<file path="config.mk">
export PLATFORM = sky130hd
export DESIGN_NAME = mmio_sim_ctrl
export DESIGN_NICKNAME = d
export VERILOG_FILES = /design/src/rtl/mmio_sim_ctrl.sv
export SDC_FILE = /design/constraint.sdc
export NUM_CORES = 1
export LEC_CHECK = 0
export ABC_AREA = 1
export CAP_MARGIN = 25
export CORE_ASPECT_RATIO = 0.5
export CORE_MARGIN = 2
export CORE_UTILIZATION = 55
export CTS_CLUSTER_DIAMETER = 50
export DETAILED_ROUTE_END_ITERATION = 10
export HOLD_SLACK_MARGIN = 0.1
export PLACE_DENSITY = 0.77
export SYNTH_ARGS = -nofsm -noshare
export SYNTH_HDL_FRONTEND = slang
export SYNTH_SLANG_ARGS = --single-unit
</file>
<file path="constraint.sdc">
create_clock -name clk -period 3.5 [get_ports clk]
set_input_delay 0.7 -clock clk [delete_from_list [all_inputs] [get_ports clk]]
set_output_delay 0.7 -clock clk [all_outputs]
set_load 0.02 [all_outputs]
</file>
<file path="src/rtl/mmio_sim_ctrl.sv">
// rtl/mmio_sim_ctrl.sv - MMIO simulation/debug controller: halt latch, cycle watchdog, byte-stream channels
module mmio_sim_ctrl #(
  parameter logic [31:0] BASE      = 32'hf0000000,
  parameter int          NCH       = 2,
  parameter int          DEPTH     = 16,
  parameter int          CYC_W     = 64,
  parameter int unsigned MAX_CYCLE = 100000
) (
  input  logic               clk,
  input  logic               rst,
  input  logic               mmio_oe,
  input  logic [3:0]         mmio_we,
  input  logic [31:0]        mmio_addr,
  input  logic [31:0]        mmio_wdata,
  output logic [31:0]        mmio_rdata,
  output logic [NCH-1:0]     ch_valid,
  output logic [8*NCH-1:0]   ch_data,
  input  logic [NCH-1:0]     ch_ready,
  output logic               halt,
  output logic [31:0]        halt_code,
  output logic               abort,
  output logic [CYC_W-1:0]   cycle
);
  localparam int AW = $clog2(DEPTH);

  logic [31:0]      r_rdata;
  logic             r_halt;
  logic [31:0]      r_halt_code;
  logic             r_abort;
  logic [CYC_W-1:0] r_cycle;
  logic [31:0]      r_limit;

  logic [31:0]      w_off;
  logic             w_wr;
  logic             w_rd;
  logic             w_run;
  logic             w_expire;
  logic [31:0]      w_halt_val;
  logic [31:0]      w_rval;
  logic [63:0]      w_cyc64;
  logic [NCH-1:0]   w_sel_ch;
  logic [31:0]      w_stat [NCH];

  assign w_off    = mmio_addr - BASE;
  assign w_wr     = mmio_oe & mmio_we[0];
  assign w_rd     = mmio_oe & ~mmio_we[0];
  assign w_run    = ~r_halt & ~r_abort;
  assign w_cyc64  = 64'(r_cycle);
  // Counter is held on the expiring cycle so it freezes at the first value above LIMIT.
  assign w_expire = (r_limit != 32'h0) && (r_cycle > {{(CYC_W-32){1'b0}}, r_limit});

  always_comb begin
    w_halt_val = '0;
    for (int b = 0; b < 4; b++)
      w_halt_val[8*b +: 8] = mmio_we[b] ? mmio_wdata[8*b +: 8] : 8'h00;
  end

  always_comb begin
    w_rval = '0;
    if (w_off == 32'h000)      w_rval = r_halt_code;
    else if (w_off == 32'h004) w_rval = w_cyc64[31:0];
    else if (w_off == 32'h008) w_rval = w_cyc64[63:32];
    else if (w_off == 32'h00c) w_rval = r_limit;
    for (int k = 0; k < NCH; k++)
      if (w_sel_ch[k]) w_rval = w_stat[k];
  end

  always_ff @(posedge clk) begin
    if (!rst) begin
      r_rdata     <= '0;
      r_halt      <= 1'b0;
      r_halt_code <= '0;
      r_abort     <= 1'b0;
      r_cycle     <= '0;
      r_limit     <= 32'(MAX_CYCLE);
    end else begin
      if (w_run && !w_expire) r_cycle <= r_cycle + CYC_W'(1);
      if (w_expire) r_abort <= 1'b1;
      if (w_wr && (w_off == 32'h000) && w_run) begin
        r_halt      <= 1'b1;
        r_halt_code <= w_halt_val;
      end
      if (w_wr && (w_off == 32'h00c)) r_limit <= mmio_wdata;
      if (w_rd) r_rdata <= w_rval;
    end
  end

  for (genvar k = 0; k < NCH; k++) begin : g_ch
    logic [7:0]  r_mem [DEPTH];
    logic [AW:0] r_wp;
    logic [AW:0] r_rp;
    logic        r_ovf;
    logic [AW:0] w_cnt;
    logic        w_full;
    logic        w_empty;
    logic        w_push;
    logic        w_pop;
    logic        w_accept;

    assign w_sel_ch[k] = (w_off == 32'(256 * (k + 1)));
    assign w_cnt       = r_wp - r_rp;
    assign w_empty     = (r_wp == r_rp);
    assign w_full      = w_cnt[AW];
    assign w_pop       = ~w_empty & ch_ready[k];
    assign w_push      = w_wr & w_sel_ch[k];
    // A same-cycle pop frees the slot, so a push into a full FIFO still lands.
    assign w_accept    = w_push & (~w_full | w_pop);
    assign w_stat[k]   = {16'h0, 8'(w_cnt), 5'h0, r_ovf, w_empty, ~w_full};

    assign ch_valid[k]         = ~w_empty;
    assign ch_data[8*k +: 8]   = r_mem[r_rp[AW-1:0]];

    always_ff @(posedge clk) begin
      if (!rst) begin
        r_wp  <= '0;
        r_rp  <= '0;
        r_ovf <= 1'b0;
      end else begin
        if (w_accept) r_wp <= r_wp + 1'b1;
        if (w_pop)    r_rp <= r_rp + 1'b1;
        // New overflow beats the clear-on-read of the same cycle.
        if (w_push && !w_accept)        r_ovf <= 1'b1;
        else if (w_rd && w_sel_ch[k])   r_ovf <= 1'b0;
      end
    end

    always_ff @(posedge clk) begin
      if (w_accept) r_mem[r_wp[AW-1:0]] <= mmio_wdata[7:0];
    end
  end

  assign mmio_rdata = r_rdata;
  assign halt       = r_halt;
  assign halt_code  = r_halt_code;
  assign abort      = r_abort;
  assign cycle      = r_cycle;
endmodule

</file>
==> summary.txt <==
Drt
  – Total wire length: 67,500 microns
  – Met2 WL: 31,500 microns
  – Vias/cell: 5.90
  – Uppermost routed layer: met4
  – DRC Markers: 0
  – Detailed Route Iter0 Violations: 1,878
  – Avg WL per Cell: around 21 microns
  – Post-route ant nets: 0
  – Pre-antenna DRT Iters: 6
  – DRT met1 WL: between 20,000 and 30,000 microns
  – Routed wl met3: 6030 microns
  – Vias: 19,000

Pwr
  – Internal power: ~0.0085 W
  – Static leakage: around 9.3 nW
  – Switching Power: 0.00286 W
  – Combinational share of power: 9.5%
  – Switching share of power: about a quarter
  – PD cells: 428 mW/mm^2
  – Sequential share of power: 49.3%
  – Share of total power in the clock network: 41.1%
  – Maximum VDD drop: 0.313 mV

Layout
  – Fin area: approximately 0.027 sq mm
  – Post-route non-filler standard cell count: between 3,000 and 4,000
  – Fillers: 3,096
  – Area Growth Syn to Fin: 20.4%
  – # nets final: 2,783
  – Ratio of cells with drive above 1 in the final layout: 9.40%

Timing
  – Endpoints failing setup: 0
  – Slew Limit Fails: 0
  – Rel. slew slack: 39.1%
  – Fin crit period: 3.35 ns
  – Fmax: about 300 MHz
  – RSZ-0062 raised after global routing: false
  – Fin Hold WS: 0.468 ns
  – Fin. Hold Viols: 0
  – Max Clock Skew: 0.0287 ns
  – Worst-margin pin slew: 0.912 ns
  – Final period utilization: 95.6%
  – Final TNS setup: 0 ns

Die
  – Initial core utilization: 56.3%
  – Ports: 221
  – # rows: 51
  – Die area: 0.0420 sq mm
  – Die W: 288 microns
  – Die height: 146 microns
  – Placeable core area: ~0.039 sq mm

Critical path
  – Crit-path max FO: 32
  – Top cell by count, worst path: o21ai_0
  – WP data required: 2.80 ns
  – Crit. End Element: output pin
  – CP max-delay cell: clkdlybuf4s50_1
  – Worst setup SP type: register
  – Setup slack, reg-to-reg: 0.47 ns
  – Kind of critical path: reg -> out
  – Worst-path cell chain: buf_8 -> a21oi_1 -> o21ai_0 -> o21ai_0 -> o211ai_1 -> nand2_1 -> clkdlybuf4s50_1
  – Worst EP arrival: 2.65 ns
  – CP peak stage delay: roughly 0.54 ns

Synthesis
  – Post-Synthesis Net Count: 2,546
  – Asr flop ratio synth: 0%
  – Syn avg cell area: 9.14 sq um
  – Synth Register Bits: 448
  – Yosys Warn Count: 0
  – Synth Flop Type: edfxtp_1
  – Synthesized instance count: 2,420
  – Seq/Total Area, Yosys: 52.1%
  – EDFF count, synth: 256
  – Cell Area, Synth: 0.0221 sq mm
  – Synth unique cells: 46

Placement
  – Post-DP Area: 0.0251 sq mm
  – Port Buf Inserts: 220
  – Placer Congestion: 1.01
  – Cells after DPL: 3,137
  – DP HPWL: roughly 48,000 microns

Clocking
  – Root buffer cell: clkbuf_16
  – Hold buffers post-CTS: 0
  – CTS H-tree lvls: 2
  – Clock-pin slew on the worst setup and hold paths: 0.07 ns
  – CTS tree: done
  – CTS Sinks: 448
  – Clock buffer depth: 3
  – Worst skew pair latency: between 0.5 and 0.6 ns
  – Cts bufs inserted: 42

Global routing
  – Antenna violations before repair: 4
  – First-pass GRT wire length: 103,000 microns
  – GRT Overall Usage: 31.5%
  – Number of global-route vias before repair: ~18,000
  – Largest net degree at the start of global routing: 85
  – Grt total ovfl: 0

Run
  – Max-cap violations: 0

Min path
  – Hold WC Path Type: reg -> reg

Outcome
  – Outcome: finished clean
==> critical path, delay by kind of cell, from the launching register on <==
| kind | cells | cell delay (ns) |
|---|---|---|
| AOI/OAI and AO/OA | 4 | 0.61 |
| buffers and inverters | 2 | 0.81 |
| DFF | 1 | 0.52 |
| and+or+nand+nor | 1 | 0.10 |
==> Yosys cell counts, types with 11 or more instances <==
library cell / number / area (sq um)
a21oi_2: 11 / 96.3
o21ai_1: 45 / 225
o211ai_1: 70 / 526
o21ai_0: 122 / 611
nor3_1: 38 / 190
ha_1: 51 / 638
buf_6: 16 / 180
nand4_1: 56 / 350
clkbuf_1: 64 / 240
dfxtp_1: 192 / 3840
o22ai_1: 23 / 144
nand2_1: 361 / 1360
xor2_1: 62 / 543
a21oi_1: 270 / 1350
inv_1: 254 / 953
edfxtp_1: 256 / 7690
buf_2: 28 / 140
inv_2: 16 / 60.1
a211oi_2: 23 / 288
nor2_1: 174 / 653
nand3_1: 143 / 716
nand3b_1: 11 / 82.6
mux2i_1: 64 / 641
==> area by class of cell <==
type,instances,area (sq um),share of cell area [%]
flip-flops and latches,448,11500,43.3
repair buffers,307,3000,11.3
clock buffers,53,1140,4.29
clock inverters,25,253,0.949
multi-input cells,1584,8990,33.8
diodes,4,10.0,0.0376
inverters,273,1030,3.87
well taps,530,663,2.49
repair inverters,1,7.51,0.0282
==> path summary, 6_finish.rpt <==
| kind | endpoint | cells after the start | startpoint |
|---|---|---|---|
| min reg2reg | mmio_rdata[4] | 2 | mmio_rdata[4] |
| max reg2reg | g_ch[0].r_mem[13][4] | 11 | g_ch[0].r_wp[0] |
| max | ch_data[10] | 7 | register |
| min | mmio_rdata[4] | 2 | mmio_rdata[4] |
==> metrics by stage <==
step           util (%)  total power, W  setup slack [ns]
6_report           67.8          0.0114             0.155
5_1_grt            67.8          0.0117            0.0292
4_1_cts            67.6          0.0114            0.0356
3_5_place_dp       63.9         0.00677             0.270
3_3_place_gp       63.8         0.00674             0.329
2_1_floorplan         -         0.00631             0.828
==> registers in the layout, summed over array words and instances (netlist names), named ones only <==
signal and flops:
g_ch.r_wp 10, g_ch.r_rp 10, halt_code 32, cycle 64, halt 1, mmio_rdata 32
g_ch.r_mem 256, abort 1, g_ch.r_ovf 2, r_limit 32
==> logic make-up after synthesis <==
logic type | count (synthesis) | synth area share (%)
AO/OA/AOI/OAI | 573 | 15.0
XOR/XNOR | 69 | 2.73
adder cells (fa/ha/maj) | 53 | 3.06
buffers and inverters | 388 | 7.32
flip-flops | 448 | 52.1
multiplexers | 64 | 2.89
AND/OR/NAND/NOR | 825 | 16.9
==> timing repair <==
action	CTS	global route
setup buffers	3	2
gates cloned	1	0
endpoints found under the setup margin	13	8
resized for setup	5	2
==> layout by cell type (no fill, tap or decap), drive strengths merged, types with 5 or more instances in the layout <==
cell,synthesis,routed
a211oi,23,23
a21oi,281,281
buf,51,88
clkbuf,64,53
clkdlybuf4s50,0,219
clkinv,3,15
clkinvlp,0,5
dfxtp,192,192
edfxtp,256,256
ha,51,51
inv,270,277
mux2i,64,64
nand2,369,369
nand3,150,150
nand3b,11,11
nand4,56,56
nor2,186,186
nor3,45,45
o211ai,70,70
o21ai,167,167
o22ai,23,23
xnor2,7,7
xor2,62,62
==> power groups by stage <==
| stage | logic, W | registers [W] | clock network [W] |
|---|---|---|---|
| after floorplan | 0.000603 | 0.00571 | 0 |
| after global placement | 0.000976 | 0.00576 | 0 |
| after detailed placement | 0.00100 | 0.00576 | 0 |
| after CTS | 0.00105 | 0.00563 | 0.00473 |
| after global routing | 0.00117 | 0.00563 | 0.00493 |
| final | 0.00109 | 0.00562 | 0.00469 |
==> layer usage <==
metal / vias up / track usage [%]
met1: 9010 / 42.6
met5: - / 0
li1: 8867 / -
met3: 189 / 5.02
met4: 0 / 11.9
met2: 963 / 51.1
No activity file was read; power rests on OpenSTA's default activity.
